[config.mk]
export PLATFORM = sky130hd
export DESIGN_NAME = pick_dir_ctrl
export DESIGN_NICKNAME = d
export VERILOG_FILES = /design/src/rtl/pick_pkg.sv /design/src/rtl/pick_dir_ctrl.sv
export SDC_FILE = /design/constraint.sdc
export NUM_CORES = 1
export LEC_CHECK = 0
export ABC_AREA = 1
export ABC_CLOCK_PERIOD_IN_PS = 1400
export CAP_MARGIN = 20
export CORE_MARGIN = 3
export CORE_UTILIZATION = 30
export CTS_BUF_LIST = sky130_fd_sc_hd__clkbuf_8
export CTS_CLUSTER_DIAMETER = 50
export DETAILED_ROUTE_END_ITERATION = 8
export HOLD_SLACK_MARGIN = 0.1
export PLACE_DENSITY_LB_ADDON = 0.12
export SYNTH_ARGS = -nofsm -noshare
export SYNTH_HDL_FRONTEND = slang
export SYNTH_SLANG_ARGS = --single-unit
[constraint.sdc]
create_clock -name frame_clk -period 1.4 [get_ports frame_clk]
set_input_delay 0.28 -clock frame_clk [delete_from_list [all_inputs] [get_ports frame_clk]]
set_output_delay 0.28 -clock frame_clk [all_outputs]
set_load 0.05 [all_outputs]
[src/rtl/pick_pkg.sv]
// Shared definitions for the pick direction controller and the movement stage.
// Holds the dir encodings, the default keycodes and timing, and the controller state type.
package pick_pkg;

  localparam logic [2:0] DIR_STOP = 3'b000;
  localparam logic [2:0] DIR_UP1  = 3'b001;
  localparam logic [2:0] DIR_DN1  = 3'b010;
  localparam logic [2:0] DIR_DN2  = 3'b011;
  localparam logic [2:0] DIR_UP2  = 3'b100;

  localparam logic [7:0] KEY_UP_DEF         = 8'h1A;
  localparam logic [7:0] KEY_DOWN_DEF       = 8'h16;
  localparam int         HOLD_FRAMES_DEF    = 30;
  localparam int         RELEASE_FRAMES_DEF = 2;

  typedef enum logic [2:0] {
    ST_IDLE,
    ST_UP_SLOW,
    ST_UP_FAST,
    ST_DN_SLOW,
    ST_DN_FAST
  } pick_dir_state_t;

  typedef enum logic [1:0] {
    REQ_NONE,
    REQ_UP,
    REQ_DN
  } pick_req_t;

  function automatic logic [2:0] dir_of(input pick_dir_state_t st);
    case (st)
      ST_UP_SLOW: dir_of = DIR_UP1;
      ST_UP_FAST: dir_of = DIR_UP2;
      ST_DN_SLOW: dir_of = DIR_DN1;
      ST_DN_FAST: dir_of = DIR_DN2;
      default:    dir_of = DIR_STOP;
    endcase
  endfunction

endpackage

[src/rtl/pick_dir_ctrl.sv]
// Per-frame keyboard-to-dir controller: slow/fast ramp on hold, filtered release.
// Latency 1 frame (dir registered from next state); no backpressure, keys sampled every frame.
module pick_dir_ctrl
  import pick_pkg::*;
#(
  parameter logic [7:0] KEY_UP         = KEY_UP_DEF,
  parameter logic [7:0] KEY_DOWN       = KEY_DOWN_DEF,
  parameter int         HOLD_FRAMES    = HOLD_FRAMES_DEF,
  parameter int         RELEASE_FRAMES = RELEASE_FRAMES_DEF
) (
  input  logic       frame_clk,
  input  logic       Reset,
  input  logic       enable,
  input  logic [7:0] keycode0,
  input  logic [7:0] keycode1,
  output logic [2:0] dir,
  output logic       fast
);

  localparam logic [7:0] HOLD_LAST = 8'(HOLD_FRAMES - 1);
  localparam logic [3:0] REL_LAST  = 4'(RELEASE_FRAMES - 1);

  pick_dir_state_t r_state;
  pick_dir_state_t w_state_nxt;
  logic [7:0]      r_hold_cnt;
  logic [7:0]      w_hold_nxt;
  logic [3:0]      r_rel_cnt;
  logic [3:0]      w_rel_nxt;
  logic [2:0]      r_dir;
  logic            r_fast;

  logic            w_up_req;
  logic            w_dn_req;
  pick_req_t       w_req;
  pick_req_t       w_cur_dir;
  logic            w_slow;

  assign w_up_req = (keycode0 == KEY_UP)   | (keycode1 == KEY_UP);
  assign w_dn_req = (keycode0 == KEY_DOWN) | (keycode1 == KEY_DOWN);

  // Both keys at once is a conflict and reads as no request.
  always_comb begin
    w_req = REQ_NONE;
    if (w_up_req && !w_dn_req) w_req = REQ_UP;
    else if (w_dn_req && !w_up_req) w_req = REQ_DN;
  end

  assign w_cur_dir = ((r_state == ST_UP_SLOW) || (r_state == ST_UP_FAST)) ? REQ_UP : REQ_DN;
  assign w_slow    = (r_state == ST_UP_SLOW) || (r_state == ST_DN_SLOW);

  always_comb begin
    w_state_nxt = r_state;
    w_hold_nxt  = r_hold_cnt;
    w_rel_nxt   = r_rel_cnt;
    if (!enable) begin
      w_state_nxt = ST_IDLE;
      w_hold_nxt  = '0;
      w_rel_nxt   = '0;
    end else if (r_state == ST_IDLE) begin
      w_hold_nxt = '0;
      w_rel_nxt  = '0;
      if (w_req == REQ_UP)      w_state_nxt = ST_UP_SLOW;
      else if (w_req == REQ_DN) w_state_nxt = ST_DN_SLOW;
    end else if (w_req == REQ_NONE) begin
      // Hold state through short dropouts; hold_cnt is left alone so the ramp resumes.
      if (r_rel_cnt == REL_LAST) begin
        w_state_nxt = ST_IDLE;
        w_hold_nxt  = '0;
        w_rel_nxt   = '0;
      end else if (r_rel_cnt != 4'hF) begin
        w_rel_nxt = r_rel_cnt + 4'd1;
      end
    end else if (w_req == w_cur_dir) begin
      w_rel_nxt = '0;
      if (w_slow) begin
        if (r_hold_cnt != 8'hFF) w_hold_nxt = r_hold_cnt + 8'd1;
        if (r_hold_cnt == HOLD_LAST)
          w_state_nxt = (w_req == REQ_UP) ? ST_UP_FAST : ST_DN_FAST;
      end
    end else begin
      w_state_nxt = (w_req == REQ_UP) ? ST_UP_SLOW : ST_DN_SLOW;
      w_hold_nxt  = '0;
      w_rel_nxt   = '0;
    end
  end

  always_ff @(posedge frame_clk) begin
    if (!Reset) begin
      r_state    <= ST_IDLE;
      r_hold_cnt <= '0;
      r_rel_cnt  <= '0;
      r_dir      <= DIR_STOP;
      r_fast     <= 1'b0;
    end else begin
      r_state    <= w_state_nxt;
      r_hold_cnt <= w_hold_nxt;
      r_rel_cnt  <= w_rel_nxt;
      r_dir      <= dir_of(w_state_nxt);
      r_fast     <= (w_state_nxt == ST_UP_FAST) || (w_state_nxt == ST_DN_FAST);
    end
  end

  assign dir  = r_dir;
  assign fast = r_fast;

endmodule
==> flow_summary.yaml, run 1 <==
run_status:
  status: "finished with violations"
  violations: "setup timing"
floorplanning:
  num_rows: 24
  ios: 23
  fp.dieArea_um2: 5510
  start_util_pct: 31.6
  die_w_um: 74.2
  die-height_um: 74.2
  coreArea_um2: 4410
sta:
  rsz0062_at_grt: "yes"
  tightest_slew_ns: 0.318
  slew_headroom_pct: 78.8
  finalWorstSetupSlack_ns: -0.260
  fin_hold_ws_ns: 0.562
  hold_viol: 0
  finalSetupTns_ns: -2.95
  fmax_mhz: 602
  drv_slew: 0
  period_share_pct: 119
  skew_ns: 0.00429
  setup_viol: 15
  finalWorstPathRequiredPeriod_ns: 1.66
pwr:
  leakage_nw: 1.01
  vdd_drop_max_mv: 0.393
  p_clk_share_pct: 36.5
  power.internal_mw: 0.804
  p_switching_mw: 0.252
  pwr-share-comb_pct: 12.2
  p_sw_share_pct: 23.9
  power_density_nw_per_um2: 461
  p_seq_share_pct: 51.3
clocking:
  h-tree-depth: 1
  clk_latency_ns: 0.26
  cts_buffer_depth: 2
  cts_sinks: 19
  path_clk_slew_ns: 0.08
  root_buffer: "clkbuf_8"
  cts_tree: "yes"
  cts_inserted_buffers: 3
drt:
  drt_iter0_markers: 50
  routed_wl_mm: 3.37
  drtPass1Iterations: 6
  drc_errors: 0
  via_per_inst: 4.41
  post_drt_wl_per_cell_um: 9.96
  num_vias: 1491
  postRouteAntennaNets: 0
logic_synthesis:
  synth-seq-cells: 19
  syn_inst: 220
  synth_cell_types: 28
  yosysSeqAreaShare_pct: 27.2
  ys.warnings.count: 0
  synth_nets: 243
  avgSynthCellArea_um2: 6.35
  syn_area_um2: 1400
global_route:
  grt.overflow.total: 0
  grt_pass1_vias: 1378
  grt_pass1_wl_mm: 5.71
  antenna_found_initial: 0
  grt_max_degree: 12
  grt_usage_pct: 13.1
critical_path:
  slowest_stage: "dfxtp_2"
  crit_type: "register to register"
  critPathMaxStageDelay_ns: 0.34
  cp-end-kind: "register"
  arrival_ns: 1.83
  required_ns: 1.57
  critPathMaxFanout: 6
  crit_chain: "buf_4 > ha_4 > nand2_2 > nor2_4 > nand2_2 > nor3_2 > o211ai_2 > nand2_2 > o21ai_1 > a21oi_1"
  critPathLaunch: "r_hold_cnt[1]$_SDFFE_PP0P_"
  path_common_cell: "nand2_2"
  worstReg2RegStart: "r_hold_cnt[1]$_SDFFE_PP0P_"
  worst_setup_path_start_kind: "register"
placed_design:
  gp_congestion: 0.762
  dp_slack_ns: -0.678
  place_hpwl_mm: 2.41
  io_buffers: 22
  dpl-instance-area_um2: 1960
min_path:
  hp-class: "register to register"
  hold_start: "r_rel_cnt[1]$_SDFFE_PP0P_"
cells_and_area:
  drive_above_1_share_pct: 46.5
  area_growth_pct: 64.2
  fin_util_pct: 51.9
  fill_cells: 430
  finalNetCount: 310
  n_antenna_cell: 0
  design_area_um2: 2290
flow_run:
  drv_cap: 0
cell usage after synthesis:
cell type  instances  area (um^2)
nand2_1           50          188
inv_1             36          135
nor2_1            36          135
dfxtp_1           19          380
nand3_1           12         60.1
nor2_2            10         62.6
nand2_2            9         56.3
a21oi_1            7         35.0
nand2_4            5         56.3
ha_1               4         50.1
a21oi_2            3         26.3
inv_2              3         11.3
nand4_1            3         18.8
o21ai_0            3         15.0
o21ai_1            3         15.0
o21ai_2            3         26.3
nor3_1             2         10.0
nor3b_1            2         15.0
a21boi_1           1         7.51
a31o_2             1         8.76
buf_6              1         11.3
clkinv_1           1         3.75
mux2i_1            1         10.0
nand3_2            1         10.0
nand3_4            1         17.5
nor3_2             1         10.0
o211ai_2           1         12.5
xor2_1             1         8.76
per-stage QoR:
step,cells,power [mW]
2_1_floorplan,220,0.602
3_3_place_gp,325,0.679
3_5_place_dp,325,0.678
4_1_cts,334,1.07
5_1_grt,338,1.12
6_report,338,1.06
placed cells by master, fill, tap and decap left out, types with 3 or more instances in the layout:
cell type / instances
a21oi_1: 4
nand3_1: 7
dfxtp_1: 16
nor2_4: 4
o21ai_1: 3
nand3_2: 5
nand2_4: 11
nor2_2: 14
a21oi_2: 5
buf_4: 35
dlygate4sd2_1: 9
dfxtp_2: 3
nand2_2: 15
nor2_1: 28
clkbuf_8: 3
buf_6: 4
o21ai_2: 4
clkdlybuf4s15_1: 5
nand2_1: 38
inv_1: 30
inv_2: 8
nand4_1: 3
buf_12: 5
timing repair:
item                       in CTS  in global routing
resized for setup              43                 47
hold endpoints to repair        0                  0
cloned                          1                  0
setup endpoints to repair      19                 19
setup buffers                   4                  5
pin swaps                      38                 36
hold buffers                    0                  0
worst paths after layout:
check	slack, ns	cells after the start	endpoint
hold / removal	0.56	4	r_rel_cnt[1]$_SDFFE_PP0P_
setup / recovery	-0.26	10	r_hold_cnt[1]$_SDFFE_PP0P_
hold reg to reg	0.56	4	r_rel_cnt[1]$_SDFFE_PP0P_
setup reg to reg	-0.26	10	r_hold_cnt[1]$_SDFFE_PP0P_
power groups by stage:
stage	Sequential, mW	Clock (mW)	Combinational, mW
after global placement	0.554	0	0.124
after CTS	0.541	0.414	0.117
after floorplan	0.556	0	0.0468
after global routing	0.542	0.434	0.142
after detailed placement	0.554	0	0.124
final	0.542	0.385	0.129
layer usage:
metal / vias to the layer above / global-route usage (%) / routed length, um
met4: 0 / 5.34 / 69
li1: 808 / - / -
met1: 645 / 16.4 / 1530
met5: - / 0 / 0
met3: 8 / 2.03 / 139
met2: 30 / 22.4 / 1620
worst max-delay path, delay by kind of cell (launching register included):
kind,cells,cell delay (ns)
adders and majority gates,1,0.13
DFF,1,0.34
and+or+nand+nor,5,0.60
AOI/OAI and AO/OA,3,0.39
buffers and inverters,1,0.12
area by class of cell:
type | count | area, um^2 | area share (%)
multi-input cells | 161 | 1070 | 46.9
repair buffers | 62 | 567 | 24.7
well taps | 52 | 65.1 | 2.84
clock inverters | 1 | 5.00 | 0.218
flip-flops and latches | 19 | 384 | 16.8
inverters | 40 | 155 | 6.77
clock buffers | 3 | 41.3 | 1.80
kinds of logic (layout without fill, tap and decap cells):
kind of cell               Yosys count  in the layout  share of synthesized area (%)
AOI/OAI and AO/OA                   22             22                           10.5
xor gates and xnor gates             1              1                          0.627
adders and majority gates            4              4                           3.58
buffers and inverters               41            106                           11.6
DFF                                 19             19                           27.2
muxes                                1              1                          0.717
and+or+nand+nor                    132            133                           45.8
state kept, by name (all words and copies together), names as in the netlist:
| signal | count |
|---|---|
| r_state | 3 |
| r_rel_cnt | 4 |
| fast | 1 |
| dir | 3 |
| r_hold_cnt | 8 |
Note: power is estimated with default switching activity, not from simulation.
==> run 2: changes to the inputs <==
SKIP_LAST_GASP = 1   (was not set)
==> results of run 2 <==
The final DEF is identical to that of run 1; final timing and power are the same.
==> run 3: changes to the inputs <==
CORE_ASPECT_RATIO = 0.9   (was not set)
CORE_MARGIN = not set   (was 3)
==> flow_summary.yaml, run 3 (synthesis results as in run 1) <==
cells_and_area:
  finalNetCount: 317
  fin_util_pct: 53.7
  top_regs: "r_hold_cnt: 8 flops, r_rel_cnt: 4 flops"
  n_antenna_cell: 0
  area_growth_pct: 71.7
  fill_cells: 434
  final_common_cell: "buf_4"
  final_cell_mix: "buf_4 (43), nand2_1 (30), inv_1 (28), nor2_1 (25), nand2_2 (20)"
  top_register: "r_hold_cnt"
  multi_input_area_um2: 1090
  seq_area_um2: 394
  drive_above_1_share_pct: 51.9
  largest_register_ffs: 8
drt:
  post_drt_wl_per_cell_um: 9.88
  drtPass1Iterations: 4
  drc_errors: 0
  routed_wl_mm: 3.51
  via_per_inst: 4.26
  drt_iter0_markers: 31
  postRouteAntennaNets: 0
  num_vias: 1512
global_route:
  grt_max_degree: 13
  grt_usage_pct: 15.3
  grt.overflow.total: 0
  grt_pass1_vias: 1386
  antenna_found_initial: 0
  grt_pass1_wl_mm: 5.78
critical_path:
  required_ns: 1.57
  crit_chain: "inv_4 > ha_4 > nand2_2 > nor2_1 > nand2_1 > nor2_2 > inv_1 > o21ai_1 > nand3_1 > nand2_1 > nand2_2 > nand2_4 > nand2_4 > nand2_1 > nor2_1"
  critPathMaxStageDelay_ns: 0.37
  crit_type: "register to register"
  worst_setup_path_start_kind: "register"
  path_common_cell: "nand2_1"
  critPathLaunch: "r_hold_cnt[1]$_SDFFE_PP0P_"
  cp-end-kind: "register"
  arrival_ns: 1.83
  critPathMaxFanout: 3
  slowest_stage: "dfxtp_4"
  worstReg2RegStart: "r_hold_cnt[1]$_SDFFE_PP0P_"
sta:
  period_share_pct: 118
  tightest_slew_ns: 0.265
  rsz0062_at_grt: "yes"
  fmax_mhz: 605
  hold_viol: 0
  finalWorstPathRequiredPeriod_ns: 1.65
  slew_headroom_pct: 82.3
  finalWorstSetupSlack_ns: -0.254
  skew_ns: 0.00777
  setup_viol: 15
  drv_slew: 0
  fin_hold_ws_ns: 0.488
placed_design:
  place_hpwl_mm: 2.60
  io_buffers: 22
  dp_slack_ns: -0.642
  gp_congestion: 0.783
floorplanning:
  die-height_um: 66.7
  ios: 23
  start_util_pct: 31.3
  fp.dieArea_um2: 4930
  die_w_um: 73.9
  coreArea_um2: 4460
  num_rows: 23
flow_run:
  drv_cap: 0
run_status:
  violations: "setup timing"
  status: "finished with violations"
clocking:
  cts_sinks: 19
  h-tree-depth: 1
  ctsHoldBuffers: 0
  root_buffer: "clkbuf_8"
  cts_tree: "yes"
  path_clk_slew_ns: 0.08
  cts_inserted_buffers: 3
  cts_buffer_depth: 2
  clk_latency_ns: 0.27
pwr:
  power_density_nw_per_um2: 454
  leakage_nw: 1.09
  vdd_drop_max_mv: 0.378
  total_power_mw: 1.09
min_path:
  hold_start: "r_hold_cnt[3]$_SDFFE_PP0P_"
  hp-class: "register to register"
## run 3: area by class of cell
| type | instances | area share (%) |
|---|---|---|
| Tap cell | 62 | 3.24 |
| Clock buffer | 3 | 1.72 |
| Sequential cell | 19 | 16.4 |
| Multi-Input combinational cell | 160 | 45.6 |
| Timing Repair Buffer | 70 | 26.2 |
| Inverter | 40 | 6.52 |
| Clock inverter | 1 | 0.313 |
## run 3: final timing paths
check                               endpoint  slack [ns]  cells after the start
setup / recovery           dir[0]$_SDFF_PN0_       -0.25                     15
hold / removal    r_hold_cnt[3]$_SDFFE_PP0P_        0.49                      2
setup reg to reg           dir[0]$_SDFF_PN0_       -0.25                     15
hold reg to reg   r_hold_cnt[3]$_SDFFE_PP0P_        0.49                      2
## run 3: what timing repair did
item	CTS	global route
setup endpoints to repair	19	19
setup buffers	4	7
gates resized for setup	50	56
pin swaps	40	30
## run 3: report_power, final
| part | leakage, nW | internal, mW | switching, mW |
|---|---|---|---|
| sequential | 0.156 | 0.535 | 0.000866 |
| clock | 0.0217 | 0.201 | 0.210 |
| combinational | 0.908 | 0.0701 | 0.0699 |
## run 3: through the flow
step | TNS [ns] | instances | cell area (um^2)
2_1_floorplan | -0.350 | 220 | 1400
6_report | -2.45 | 355 | 2400
3_3_place_gp | -10.73 | 340 | 2010
4_1_cts | -2.57 | 348 | 2190
5_1_grt | -4.16 | 355 | 2400
3_5_place_dp | -10.76 | 340 | 2010
## run 3: metal layers
metal	track usage (%)	share of wire [%]	vias up
met1	20.1	48	657
li1	-	-	829
met3	2.87	3.3	8
met2	25.0	47	18
met4	4.81	1.7	0
met5	0	0	-
## run 3: worst max-delay path, delay by kind of cell, from the launching register on
family,cells,cell delay (ns)
DFF,1,0.37
AOI/OAI and AO/OA,1,0.08
adders and majority gates,1,0.11
and+or+nand+nor,11,0.87
buffers and inverters,2,0.12
